**src/rtl/noc_alloc_pkg.sv**
```systemverilog
// Shared types and helpers for NoC output-port allocation.
//   alloc_state_t : allocator state (IDLE / LOCKED)
//   idx_onehot    : index -> one-hot vector (MAX_REQ bits; callers narrow with a cast)
package noc_alloc_pkg;

    localparam int unsigned MAX_REQ_W = 6;
    localparam int unsigned MAX_REQ   = 1 << MAX_REQ_W;

    typedef enum logic [0:0] {
        IDLE   = 1'b0,
        LOCKED = 1'b1
    } alloc_state_t;

    // One-hot encode an index
    function automatic logic [MAX_REQ-1:0] idx_onehot(input logic [MAX_REQ_W-1:0] idx);
        logic [MAX_REQ-1:0] oh;
        oh      = '0;
        oh[idx] = 1'b1;
        return oh;
    endfunction

endpackage

```
**src/rtl/rr_pick.sv**
```systemverilog
// Combinational round-robin pick.
//   req_i  : request vector
//   ptr_i  : highest-priority index this round
//   pick_c : one-hot winner (0 when no request)
//   idx_c  : winner index (0 when no request)
//   any_c  : at least one request
// Requests at or above ptr_i are preferred; if none exist the lowest
// request overall wins, which wraps the search around modulo N.
module rr_pick
    import noc_alloc_pkg::*;
#(
    parameter  int unsigned N  = 4,
    localparam int unsigned IW = (N > 1) ? $clog2(N) : 1
) (
    input  logic [N-1:0]  req_i,
    input  logic [IW-1:0] ptr_i,
    output logic [N-1:0]  pick_c,
    output logic [IW-1:0] idx_c,
    output logic          any_c
);

    logic [N-1:0]  masked_req;
    logic [IW-1:0] idx_masked;
    logic [IW-1:0] idx_unmasked;
    logic          hit_masked;

    // Keep only requests at or above the pointer
    always_comb begin
        masked_req = '0;
        for (int i = 0; i < int'(N); i++) begin
            masked_req[i] = req_i[i] && (IW'(i) >= ptr_i);
        end
    end

    // Two lowest-index priority encoders; scanning downward leaves the lowest hit
    always_comb begin
        idx_masked   = '0;
        idx_unmasked = '0;
        hit_masked   = 1'b0;
        for (int i = int'(N) - 1; i >= 0; i--) begin
            if (masked_req[i]) begin
                idx_masked = IW'(i);
                hit_masked = 1'b1;
            end
            if (req_i[i]) begin
                idx_unmasked = IW'(i);
            end
        end
    end

    assign any_c  = |req_i;
    assign idx_c  = hit_masked ? idx_masked : idx_unmasked;
    assign pick_c = any_c ? N'(idx_onehot(MAX_REQ_W'(idx_c))) : '0;

endmodule

```
**src/rtl/wh_output_allocator.sv**
```systemverilog
// Wormhole output-port allocator for one NoC router output.
//   clk, arst           : clock, async active-low reset
//   valid_i/head_i/tail_i/flit_i : per-requester flit interface
//   ready_o             : flit taken from requester i this cycle
//   credit_i            : downstream freed one buffer slot
//   flit_o / valid_o    : output link
//   grant_o / locked_o  : current packet owner (registered)
//   credits_o / err_o   : credit count, sticky credit-overflow flag
// A head flit wins the port round-robin; the owner keeps it until its tail
// flit is transferred. Transfers consume a credit and stall at zero credits.
module wh_output_allocator
    import noc_alloc_pkg::*;
#(
    parameter  int unsigned N_REQ   = 4,
    parameter  int unsigned FLIT_W  = 34,
    parameter  int unsigned CREDITS = 4,
    localparam int unsigned CW      = $clog2(CREDITS + 1)
) (
    input  logic                      clk,
    input  logic                      arst,
    input  logic [N_REQ-1:0]          valid_i,
    input  logic [N_REQ-1:0]          head_i,
    input  logic [N_REQ-1:0]          tail_i,
    input  logic [N_REQ*FLIT_W-1:0]   flit_i,
    output logic [N_REQ-1:0]          ready_o,
    input  logic                      credit_i,
    output logic [FLIT_W-1:0]         flit_o,
    output logic                      valid_o,
    output logic [N_REQ-1:0]          grant_o,
    output logic                      locked_o,
    output logic [CW-1:0]             credits_o,
    output logic                      err_o
);

    localparam int unsigned IW = $clog2(N_REQ);

    alloc_state_t     state_q, state_d;
    logic [IW-1:0]    owner_q, owner_d;
    logic [IW-1:0]    ptr_q, ptr_d;
    logic [N_REQ-1:0] grant_q, grant_d;
    logic [CW-1:0]    credits_q, credits_d;
    logic             err_q, err_d;

    logic [N_REQ-1:0]  req;
    logic [N_REQ-1:0]  pick_oh;
    logic [IW-1:0]     pick_idx;
    logic              pick_any;
    logic              owner_valid;
    logic              owner_tail;
    logic [FLIT_W-1:0] owner_flit;
    logic              fire;

    // Only head flits compete for the port
    assign req = valid_i & head_i;

    rr_pick #(.N(N_REQ)) u_pick (
        .req_i  (req),
        .ptr_i  (ptr_q),
        .pick_c (pick_oh),
        .idx_c  (pick_idx),
        .any_c  (pick_any)
    );

    // Select the owner's flit signals
    always_comb begin
        owner_valid = 1'b0;
        owner_tail  = 1'b0;
        owner_flit  = '0;
        for (int i = 0; i < int'(N_REQ); i++) begin
            if (owner_q == IW'(i)) begin
                owner_valid = valid_i[i];
                owner_tail  = tail_i[i];
                owner_flit  = flit_i[i*FLIT_W +: FLIT_W];
            end
        end
    end

    // A transfer needs the lock, a valid owner flit and a free downstream slot
    assign fire = (state_q == LOCKED) && owner_valid && (credits_q != '0);

    assign ready_o   = fire ? grant_q : '0;
    assign valid_o   = fire;
    assign flit_o    = fire ? owner_flit : '0;
    assign grant_o   = grant_q;
    assign locked_o  = (state_q == LOCKED);
    assign credits_o = credits_q;
    assign err_o     = err_q;

    // Lock / release and round-robin pointer
    always_comb begin
        state_d = state_q;
        owner_d = owner_q;
        ptr_d   = ptr_q;
        grant_d = grant_q;
        case (state_q)
            IDLE: begin
                if (pick_any) begin
                    state_d = LOCKED;
                    owner_d = pick_idx;
                    grant_d = pick_oh;
                end
            end
            LOCKED: begin
                if (fire && owner_tail) begin
                    state_d = IDLE;
                    grant_d = '0;
                    ptr_d   = (owner_q == IW'(N_REQ - 1)) ? '0 : owner_q + IW'(1);
                end
            end
            default: begin
                state_d = IDLE;
                grant_d = '0;
            end
        endcase
    end

    // Credit counter; a return at full count saturates and flags overflow
    always_comb begin
        err_d     = err_q;
        credits_d = credits_q + CW'(credit_i) - CW'(fire);
        if (credit_i && !fire && (credits_q == CW'(CREDITS))) begin
            credits_d = CW'(CREDITS);
            err_d     = 1'b1;
        end
    end

    always_ff @(posedge clk or negedge arst) begin
        if (!arst) begin
            state_q   <= IDLE;
            owner_q   <= '0;
            ptr_q     <= '0;
            grant_q   <= '0;
            credits_q <= CW'(CREDITS);
            err_q     <= 1'b0;
        end else begin
            state_q   <= state_d;
            owner_q   <= owner_d;
            ptr_q     <= ptr_d;
            grant_q   <= grant_d;
            credits_q <= credits_d;
            err_q     <= err_d;
        end
    end

endmodule

```
**config.mk**
```make
export PLATFORM = sky130hd
export DESIGN_NAME = wh_output_allocator
export DESIGN_NICKNAME = d
export VERILOG_FILES = /design/src/rtl/noc_alloc_pkg.sv /design/src/rtl/rr_pick.sv /design/src/rtl/wh_output_allocator.sv
export SDC_FILE = /design/constraint.sdc
export NUM_CORES = 1
export LEC_CHECK = 0
export CORE_MARGIN = 1
export CORE_UTILIZATION = 30
export DETAILED_ROUTE_END_ITERATION = 12
export GPL_TIMING_DRIVEN = 0
export MAX_ROUTING_LAYER = met4
export PLACE_DENSITY = 0.86
export REMOVE_ABC_BUFFERS = 1
export SYNTH_ARGS = -nofsm -noshare
export SYNTH_HDL_FRONTEND = slang
export SYNTH_SLANG_ARGS = --single-unit
```
**constraint.sdc**
```tcl
create_clock -name clk -period 3.33 [get_ports clk]
set_input_delay 0.333 -clock clk [delete_from_list [all_inputs] [get_ports clk]]
set_output_delay 0.333 -clock clk [all_outputs]
set_load 0.05 [all_outputs]
```
# Word-level counts from Yosys, hierarchy flattened
# Cells that the tools add are included.
[totals] wordCells=77 reg_bits=13
[classes] order_cmp=6 bitwise=2 mux=37 n_addsub=3 eq_ne=6 reduce_logical=17
[op_table] op="two-way mux 34 bit" count=5
[op_table] op="two-way mux 2 bit" count=10
[op_table] op="two-way mux 1 bit" count=15
[op_table] op="two-way mux 4 bit" count=3
[op_table] op="logical AND 1 bit" count=10
[op_table] op="case mux 4 bit (2 select lines)" count=1
[op_table] op="less-than comparator 2 x 7 -> 1 bit (second input constant)" count=1
[op_table] op="AND reduction 2 bit" count=3
[op_table] op="bitwise AND 4 bit" count=1
[op_table] op="equality test 2 bit (second input constant)" count=2
[op_table] op=">= comparator 1 x 2 -> 1 bit (first input constant)" count=2
[op_table] op=">= comparator 2 bit (first input constant)" count=2
[op_table] op="OR reduction 4 bit" count=1
[op_table] op="adder 3 x 1 -> 3 bit" count=1
[op_table] op="equality test 3 bit (second input constant)" count=1
[op_table] op="two-way mux 3 bit" count=1
[op_table] op="nonzero test 3 bit" count=1
[op_table] op="subtractor 3 x 1 -> 3 bit" count=1
[op_table] op="adder 2 x 1 -> 2 bit (second input constant)" count=1
[op_table] op="demux 1 bit (select 2 bit)" count=1
[op_table] op="equality test 2 x 1 -> 1 bit (second input constant)" count=1
[op_table] op=">= comparator 2 x 1 -> 1 bit (second input constant)" count=1
[op_table] op="logical NOT 2 bit" count=1
[op_table] op="!= test 2 x 1 -> 1 bit (second input constant)" count=1
[op_table] op="4 further kinds" count=4

# Depth between registers and ports, before layout
# Gate-level depths: netlist of the first run.
[logic_depth] depth_word=13 depth_mapped=16

# Modules after synthesis
# A second synthesis of the first run with hierarchy kept.
[unflattened] cells_unflattened=312 hier_area_um2=2238.4
[modules_own_cells] mod="wh_output_allocator" seq_area_each_um2=326.6 area_each_um2=2016.9 cells_per_inst=281 n_inst=1
[modules_own_cells] mod="rr_pick" seq_area_each_um2=0.0 area_each_um2=221.5 cells_per_inst=31 n_inst=1

# Worst setup path after synthesis of the first run
# OpenSTA, ideal clock, no wires.
[synth_timing] path_kind="flip-flop to flip-flop" startpoint="register owner_q[0]" endpoint="register credits_q[2] (netlist: credits_o[2])" arrival_ps=2943 stages_incl_launch_ff=16 required_time_ps=3252 path_slack_ps=310 setup_time_ps=78 cell_sequence="dfrtp_1 -> inv_1 -> ha_1 -> buf_6 -> nor3b_2 -> nand2_1 -> a31o_1 -> buf_2 -> inv_1 -> ha_1 -> inv_1 -> ha_1 -> inv_1 -> fa_1 -> xnor2_1 -> o22ai_1"
[synth_via] elab_chain_cells=11 elab_cells_between_ends=15 cone_classes="add/sub: 1; eq/ne: 3; mux: 5; reduce/logical: 6"
[synth_rtl] item="start, declared" line_no="wh_output_allocator.sv:38" text="logic [IW-1:0] owner_q, owner_d;"
[synth_rtl] item="start signal, assigned" line_no="wh_output_allocator.sv:137" text="owner_q <= owner_d;"
[synth_rtl] item="logical NOT 2 bit" line_no="wh_output_allocator.sv:70" text="if (owner_q == IW'(i)) begin"
[synth_rtl] item="two-way mux 1 bit (3 in a row)" line_no="wh_output_allocator.sv:70"
[synth_rtl] item="two-way mux 1 bit *" line_no="wh_output_allocator.sv:70"
[synth_rtl] item="logical AND 1 bit * (2 in a row)" line_no="wh_output_allocator.sv:79" text="assign fire = (state_q == LOCKED) && owner_valid && (credits_q != '0);"
[synth_rtl] item="via valid_o" line_no="wh_output_allocator.sv:28" text="output logic valid_o,"
[synth_rtl] item="parallel branches: the longest is 3 deep, another holds subtractor 3 x 1 -> 3 bit"
[synth_rtl] item="two-way mux 3 bit *" line_no="wh_output_allocator.sv:121" text="if (credit_i && !fire && (credits_q == CW'(CREDITS))) begin"
[synth_rtl] item="via credits_d[2]" line_no="wh_output_allocator.sv:41" text="logic [CW-1:0] credits_q, credits_d;"
[synth_rtl] item="end signal, assigned" line_no="wh_output_allocator.sv:133" text="credits_q <= CW'(CREDITS);"
[synth_rtl] item="end signal, assigned" line_no="wh_output_allocator.sv:140" text="credits_q <= credits_d;"
[synth_rtl] item="end, declared" line_no="wh_output_allocator.sv:41"
# Mark *: on every way through the listed nets, which the timed path passes.
# A chain may end at the register's enable or synchronous reset.

# Final worst setup path of the first run
[layout_timing] startpoint="register owner_q[0]" endpoint="register credits_q[2] (netlist: credits_o[2])"
[layout_via] elab_chain_cells=11 elab_cells_between_ends=15 cone_classes="add/sub: 1; eq/ne: 3; mux: 5; reduce/logical: 6"
[layout_rtl] item="logical NOT 2 bit" line_no="wh_output_allocator.sv:70"
[layout_rtl] item="two-way mux 1 bit (3 in a row)" line_no="wh_output_allocator.sv:70"
[layout_rtl] item="two-way mux 1 bit *" line_no="wh_output_allocator.sv:70"
[layout_rtl] item="logical AND 1 bit * (2 in a row)" line_no="wh_output_allocator.sv:79"
[layout_rtl] item="parallel branches: the longest is 3 deep, another holds subtractor 3 x 1 -> 3 bit"
[layout_rtl] item="two-way mux 3 bit *" line_no="wh_output_allocator.sv:121"
[layout_rtl] item="via credits_d[2]" line_no="wh_output_allocator.sv:41"
# Marked as above.

==> impl_results.md, run 1 <==
* PwrDens at 930 nW/um^2
* EDFF count, synth at 0
* Gr usage total at about a quarter
* Max Root-Sink Buffers at 2
* Post-layout min period at 3200 ps
* Routability cong. at about 0.87
* # setup viols final at 0
* Main flop type after synthesis: dfrtp_1
* Yosys warning count at 0
* Clock Latency Late Sink at 250 ps
* Top-Level Pins at 199
* Max-capacitance violation count at 0
* Worst vdd ir at between 0.6 and 0.7 mV
* Pin count of the biggest net entering global routing at 54
* Fin nets at 625
* Hold-fix buffers, CTS at 0
* #FFs+latches synth at 13
* Cell Rows at 28
* Endpoint class of the critical path: flip-flop
* Die H at 82.5 um
* First DRT Iteration DRCs at 109
* Worst R2R Start: owner_q[0]
* Root buffer cell: clkbuf_8
* Area grow syn2layout at 107%
* Final Cycle Share at 96.2%
* Die width at 82.5 um
* Total grt overflow at 0
* Commonest non-fill, non-tap cell in the layout: clkdlybuf4s50_1
* First-pass DRT Iterations at 4
* Drt drc at 0
* Worst Skew at 0.895 ps
* Asr flop ratio synth at 100%
* N_diodes at 0
* Rel. slew slack at 54.7%
* Yosys cell types at 40
* Slew Viols, Final at 0
* CTS Buf Count at 3
* Routed wire per std cell at 17.2 um
* Setup_tns at 0 ps
* CTS H-tree lvls at 1
* Most frequent cells in the layout: clkdlybuf4s50_1, a21oi_1, nor2b_1, a221oi_1
* HPWL Detailed at roughly 6600 um
* CTS sink count at 13
* Final hold violation count at 0
* Unrepaired setup endpoints after global routing: true
* Leakage at around 0.0017 uW
* Vias in the first global route at 2841
* Synth Cell Area at 1940 um^2
* CTS clock-pin slew for the worst setup and hold paths at 60 ps
* Synth Instances at between 200 and 300
* Critical path arrival at 3370 ps
* Pin slew with the least headroom to its limit at 669 ps
* Via/cell ratio at 5.46
* Die area at 6800 um^2
* Core area at 6100 um^2
* Outcome: complete, no violations
* Vias at 2955
* CTS tree: done
* Critical path peak fanout at 53
* Max Clock Freq at ~310 MHz
* Register area share after synthesis at 16.8%
* Cell Area, Placed at 3960 um^2
* IO buf count at 198
* Share of cells above drive strength 1 at 6.01%
* Critical Path RT at 3490 ps
* Avg Inst Size Synth at 6.81 um^2
* Antenna viol nets, final at 0
* Antenna violations before repair at 0
* Initial Util at a little under a third
* Post-Route WL at 9330 um
* WS Path Type: flip-flop to flip-flop
* Worst Setup Start Kind: flip-flop
* Hold crit path type: input pin to async pin
* Crit path from: owner_q[0]
* Global-route wire length before repair at roughly 14000 um
* Post-route cell area at between 4000 and 5000 um^2
[metrics by stage]
| step | std cells | utilization [%] | setup WS [ps] | total power (uW) | hold WS (ps) |
|---|---|---|---|---|---|
| floorplan | 257 | - | -1280 | 2510 | 37.4 |
| global placement | 530 | 64.0 | -2100 | 3510 | 459 |
| detailed placement | 533 | 65.0 | -1630 | 3610 | 471 |
| CTS | 540 | 66.0 | 2.97 | 3730 | 478 |
| global route | 541 | 65.9 | -92.6 | 4020 | 494 |
| finish | 541 | 65.9 | 126 | 3740 | 462 |
[registers in the layout, summed over array words and instances (netlist names)]
register   count
err_o          1
ptr_q          2
owner_q        2
credits_o      3
locked_o       1
grant_o        4
[power breakdown]
part	switching, uW	internal, uW
Sequential	96.6	241
Clock	62.8	82.9
Combinational	2080	1170
[cell families after synthesis]
family                   after synthesis  share of synthesized area, %
XOR/XNOR                               1                         0.451
AO/OA/AOI/OAI                         96                          34.6
multiplexers                           2                          1.35
flip-flops                            13                          16.8
AND/OR/NAND/NOR                      126                          33.6
buffers and inverters                 40                          8.31
adder cells (fa/ha/maj)                7                          4.90
[metal layers]
layer	up-vias	track usage (%)	routed length (um)
li1	1428	-	-
met1	1346	31.4	3670
met2	153	44.2	4490
met3	28	3.96	834
met4	0	13.2	331
met5	-	-	0
[cell type report]
class,instances,area (um^2)
repair buffers,203,1990
flip-flops and latches,13,328
fillers,525,2080
multi-input cells,234,1520
well taps,75,93.8
inverters,12,45.0
clock buffers,3,41.3
clock inverters,1,5.00
[repair_timing]
item                       in CTS  in global routing
gates cloned                    1                  1
buffers inserted                2                  0
setup endpoints to repair      50                  7
resized for setup              45                  9
[synthesized netlist by cell type, drive strengths merged, types with 3 or more instances]
master / number / share of area [%]
clkbuf: 21 / 4.1
dfrtp: 12 / 15
nand2: 6 / 1.2
inv: 12 / 2.3
a221oi: 36 / 16
and2: 4 / 1.3
o21ai: 5 / 1.3
a22o: 3 / 1.4
nor3: 35 / 9.0
a31o: 3 / 1.4
nor2b: 37 / 12
a21oi: 37 / 9.5
buf: 7 / 1.9
ha: 6 / 3.9
nor2: 35 / 6.8
[critical path, stage by stage (launching register included)]
cell	delay, ps
dfrtp_2	450
inv_1	140
ha_4	290
buf_12	260
nor3b_2	90
nand2_1	180
a31o_4	270
inv_1	150
ha_1	310
inv_1	40
ha_1	160
inv_1	60
fa_1	210
inv_1	60
a311oi_1	300
o22ai_1	140
[path summary, 6_finish.rpt]
check / end / slack [ps] / depth (start not counted)
hold reg to reg: err_o / 490 / 1
min in group clk: err_o / 490 / 1
setup / recovery: credits_o[2] / 130 / 15
hold / removal: grant_o[3] / 460 / 1
setup reg to reg: credits_o[2] / 130 / 15
max in group asynchronous: owner_q[0] / 2440 / 1
No activity file was read; power rests on OpenSTA's default activity.
==> inputs of run 2 (changes only) <==
--- a/config.mk
+++ b/config.mk
@@ -9,6 +9,7 @@
 export CORE_UTILIZATION = 30
 export DETAILED_ROUTE_END_ITERATION = 12
 export GPL_TIMING_DRIVEN = 0
+export HOLD_SLACK_MARGIN = 0.06
 export MAX_ROUTING_LAYER = met4
 export PLACE_DENSITY = 0.86
 export REMOVE_ABC_BUFFERS = 1
==> results of run 2 <==
Final layout, timing and power as in run 1 (identical DEF).
==> inputs of run 3 (changes only) <==
--- a/config.mk
+++ b/config.mk
@@ -6,13 +6,14 @@
 export NUM_CORES = 1
 export LEC_CHECK = 0
 export CORE_MARGIN = 1
-export CORE_UTILIZATION = 30
+export CORE_UTILIZATION = 32
 export DETAILED_ROUTE_END_ITERATION = 12
 export GPL_TIMING_DRIVEN = 0
 export HOLD_SLACK_MARGIN = 0.06
 export MAX_ROUTING_LAYER = met4
-export PLACE_DENSITY = 0.86
+export PLACE_DENSITY = 0.85
 export REMOVE_ABC_BUFFERS = 1
 export SYNTH_ARGS = -nofsm -noshare
 export SYNTH_HDL_FRONTEND = slang
+export SYNTH_HIERARCHICAL = 1
 export SYNTH_SLANG_ARGS = --single-unit
==> run 3 against run 2 <==
- count of clock-buffer cells in the layout unchanged
- setup slack got worse by 43 ps
- fmax decreased by 1.3%
- cell area increased by 7.2%
- utilization decreased by 2.2 points
- critical path depth decreased by 1
- combinational power increased by 9.5%
- hold slack improved by 19 ps
- critical endpoint unchanged
- largest power group unchanged
==> impl_results.md, run 3 <==
* Top cell type's share of synthesized area at 13.4% (-2.8 points)
* Multi-input gate area at 1600 um^2 (+5.7%)
* First-pass DRT Iterations at 5 (+1)
* Leakage at 0.00194 uW (+15%)
* Drt drc at 0 (unchanged)
* Area grow syn2layout at 92.5%
* Internal Pwr Total at 1660 uW (+11%)
* Most frequent cells after synthesis: inv_1, nand2_1, a21oi_1
* HPWL Detailed at 6870 um (+3.3%)
* Critical path peak fanout at 14 (-74%)
* Hold crit path type: input pin to async pin
* Die area at 7330 um^2 (+7.9%)
* PwrDens at 945 nW/um^2 (+1.6%)
* Post-Route WL at 9740 um (+4.4%)
* Max Root-Sink Buffers at 2 (unchanged)
* N_diodes at 0 (unchanged)
* Max-capacitance violation count at 0 (unchanged)
* Yosys warning count at 6 (+6)
* Outcome: complete, no violations
* Critical Path RT at 3490 ps (about the same)
* CTS clock-pin slew for the worst setup and hold paths at 60 ps (about the same)
* Routability cong. at 0.823 (-5.2%)
* Via/cell ratio at 5.47 (about the same)
* Worst Setup Start Kind: flip-flop
* Setup_tns at 0 ps (unchanged)
* Asr flop ratio synth at 100% (unchanged)
* Synth Cell Area at 2240 um^2 (+15%)
* Final Util at 63.8% (-2.2 points)
* Main flop type after synthesis: dfrtp_1
* Sequential standard cell area at 329 um^2 (+0.38%)
* Core area at 6760 um^2 (+11%)
* Unrepaired setup endpoints after global routing: true
* Synth Instances at 312 (+9.5%)
* Avg Inst Size Synth at 7.17 um^2 (+5.3%)
* Share of cells above drive strength 1 at 6.94% (+0.93 points)
* Initial Util at 33.1% (+1.3 points)
* Max Clock Freq at 308 MHz (-1.3%)
* CTS H-tree lvls at 1 (unchanged)
* Net Sw Frac at 59.3% (-0.67 points)
* Die width at 85.6 um (+3.9%)
* Vias in the first global route at 2987 (+5.1%)
* Commonest non-fill, non-tap cell in the layout: clkdlybuf4s50_1
* Most common cell in the netlist: inv_1
* Pin count of the biggest net entering global routing at 50 (-7.4%)
* Fin Hold WS at 481 ps (+19.1 ps)
* Combinational Power Share at 87.8% (+0.7 points)
* CTS sink count at 13 (unchanged)
* Register area share after synthesis at 14.6% (-2.2 points)
* Yosys cell types at 42 (+5.0%)
* Endpoint class of the critical path: flip-flop
* Fin nets at 649 (+3.8%)
* Depth of the worst register-to-register path at 14 (-1)
* Final Cycle Share at 97.5% (+1.3 points)
* Routed wire per std cell at 17.1 um (-0.89%)
* #FFs+latches synth at 13 (unchanged)
* Clock Latency Late Sink at 240 ps (about the same)
* Slew Viols, Final at 0 (unchanged)
* NetSw at 2410 uW (+7.6%)
* Synth top area cells: dfrtp_1, a211o_1, a221oi_1
* CTS tree: done
* Antenna violations before repair at 0 (unchanged)
* Cell Rows at 30 (+7.1%)
* Critical path arrival at 3410 ps (+40 ps)
* EDFF count, synth at 0 (unchanged)
* Pin slew with the least headroom to its limit at 711 ps (+41.3 ps)
* WS Path Type: flip-flop to flip-flop
* Hold-fix buffers, CTS at 0 (unchanged)
* # setup viols final at 0 (unchanged)
* CTS Buf Count at 3 (unchanged)
* Sequential Power Share at 8.7% (-0.3 points)
* Total grt overflow at 0 (unchanged)
* Rel. slew slack at 52.5% (-2.1 points)
* Antenna viol nets, final at 0 (unchanged)
* Clk pwr share at 3.5% (-0.4 points)
* Fillers at 594 (+13%)
* Die H at 85.6 um (+3.9%)
* Gr usage total at 25.2% (-1.5 points)
* Most frequent cells in the layout: clkdlybuf4s50_1, inv_1, nand2_1
* Global-route wire length before repair at 14400 um (+6.3%)
* Final hold violation count at 0 (unchanged)
* Vias at 3116 (+5.4%)
* Max reg flops at 4 (unchanged)
* IO buf count at 198 (unchanged)
* Post-layout min period at 3250 ps (+43.3 ps)
* First DRT Iteration DRCs at 87 (-20%)
* Worst vdd ir at 0.793 mV (+15%)
* Root buffer cell: clkbuf_8
* Synth area leader: dfrtp_1
* Top-Level Pins at 199 (unchanged)
* Worst Skew at 1.15 ps (+0.254 ps)
## run 3: changes by cell type after synthesis, sizes merged, moves of 3 or more
cell	before	now
nand2	6	43
inv	12	48
nor3	35	0
a211o	0	34
nor2b	37	6
nor2	35	10
buf	7	17
clkbuf	21	17
o31ai	0	4
a2111oi	0	3
a22o	3	0
## run 3: cells by family after synthesis
kind of cell    synth area share (%)
compound gates                  46.9
buf+inv                         16.7
simple gates                    16.5
flops                           14.6
fa+ha+maj                       4.25
mux                             1.12
## run 3: through the flow
| stage | instance area (um^2) | setup slack, ps | cells | total power [uW] |
|---|---|---|---|---|
| 4_1_cts | 4290 | -41.3 | 569 | 4060 |
| 3_3_place_gp | 4130 | -2380 | 556 | 3770 |
| 3_5_place_dp | 4190 | -1180 | 559 | 3870 |
| 6_report | 4310 | 82.4 | 570 | 4070 |
| 2_1_floorplan | 2050 | -1680 | 278 | 2710 |
| 5_1_grt | 4310 | -56.6 | 570 | 4300 |
## run 3: power groups by stage
stage	Sequential, uW	Combinational [uW]	Clock [uW]
5_1_grt	368	3780	150
4_1_cts	349	3570	146
3_5_place_dp	338	3530	0
6_report	352	3570	144
2_1_floorplan	485	2220	0
3_3_place_gp	328	3440	0
## run 3: timing repair
| item | in CTS | in global routing |
|---|---|---|
| pin swaps | 1 | 0 |
| gates resized for setup | 44 | 3 |
| endpoints found under the hold margin | 0 | 0 |
| endpoints found under the setup margin | 42 | 2 |
| gates cloned | 2 | 0 |
| buffers inserted | 4 | 1 |
## run 3: path summary, 6_finish.rpt
kind	start	to	slack (ps)
max	owner_q[0]	credits_o[2]	80
min reg2reg	err_o	err_o	510
min	arst	credits_o[0]	480
min in group clk	err_o	err_o	510
max reg2reg	owner_q[0]	credits_o[2]	80
max in group asynchronous	arst	owner_q[1]	2400
## run 3: area by class of cell
cell class	instances	area share [%]
Timing Repair Buffer	206	47.6
Multi-Input combinational cell	219	37.2
Sequential cell	13	7.64
Inverter	48	4.18
Tap cell	80	2.32
Clock buffer	3	0.958
Clock inverter	1	0.116
## run 3: layer usage
metal | vias up | track usage, % | share of wire, %
met5 | - | - | 0
met4 | 0 | 4.55 | 1.3
met3 | 14 | 3.46 | 6.7
met2 | 144 | 45.9 | 51
met1 | 1462 | 29.6 | 41
li1 | 1496 | - | -
## run 3: critical path, cell delays in order, from the launching register on
cell	delay, ps
dfrtp_2	460
inv_2	120
ha_4	290
and3b_1	240
a2111oi_4	380
or2_4	200
inv_1	60
ha_1	290
inv_1	60
ha_1	140
inv_1	50
fa_1	420
or3_1	320
o211ai_1	90
a31oi_1	60
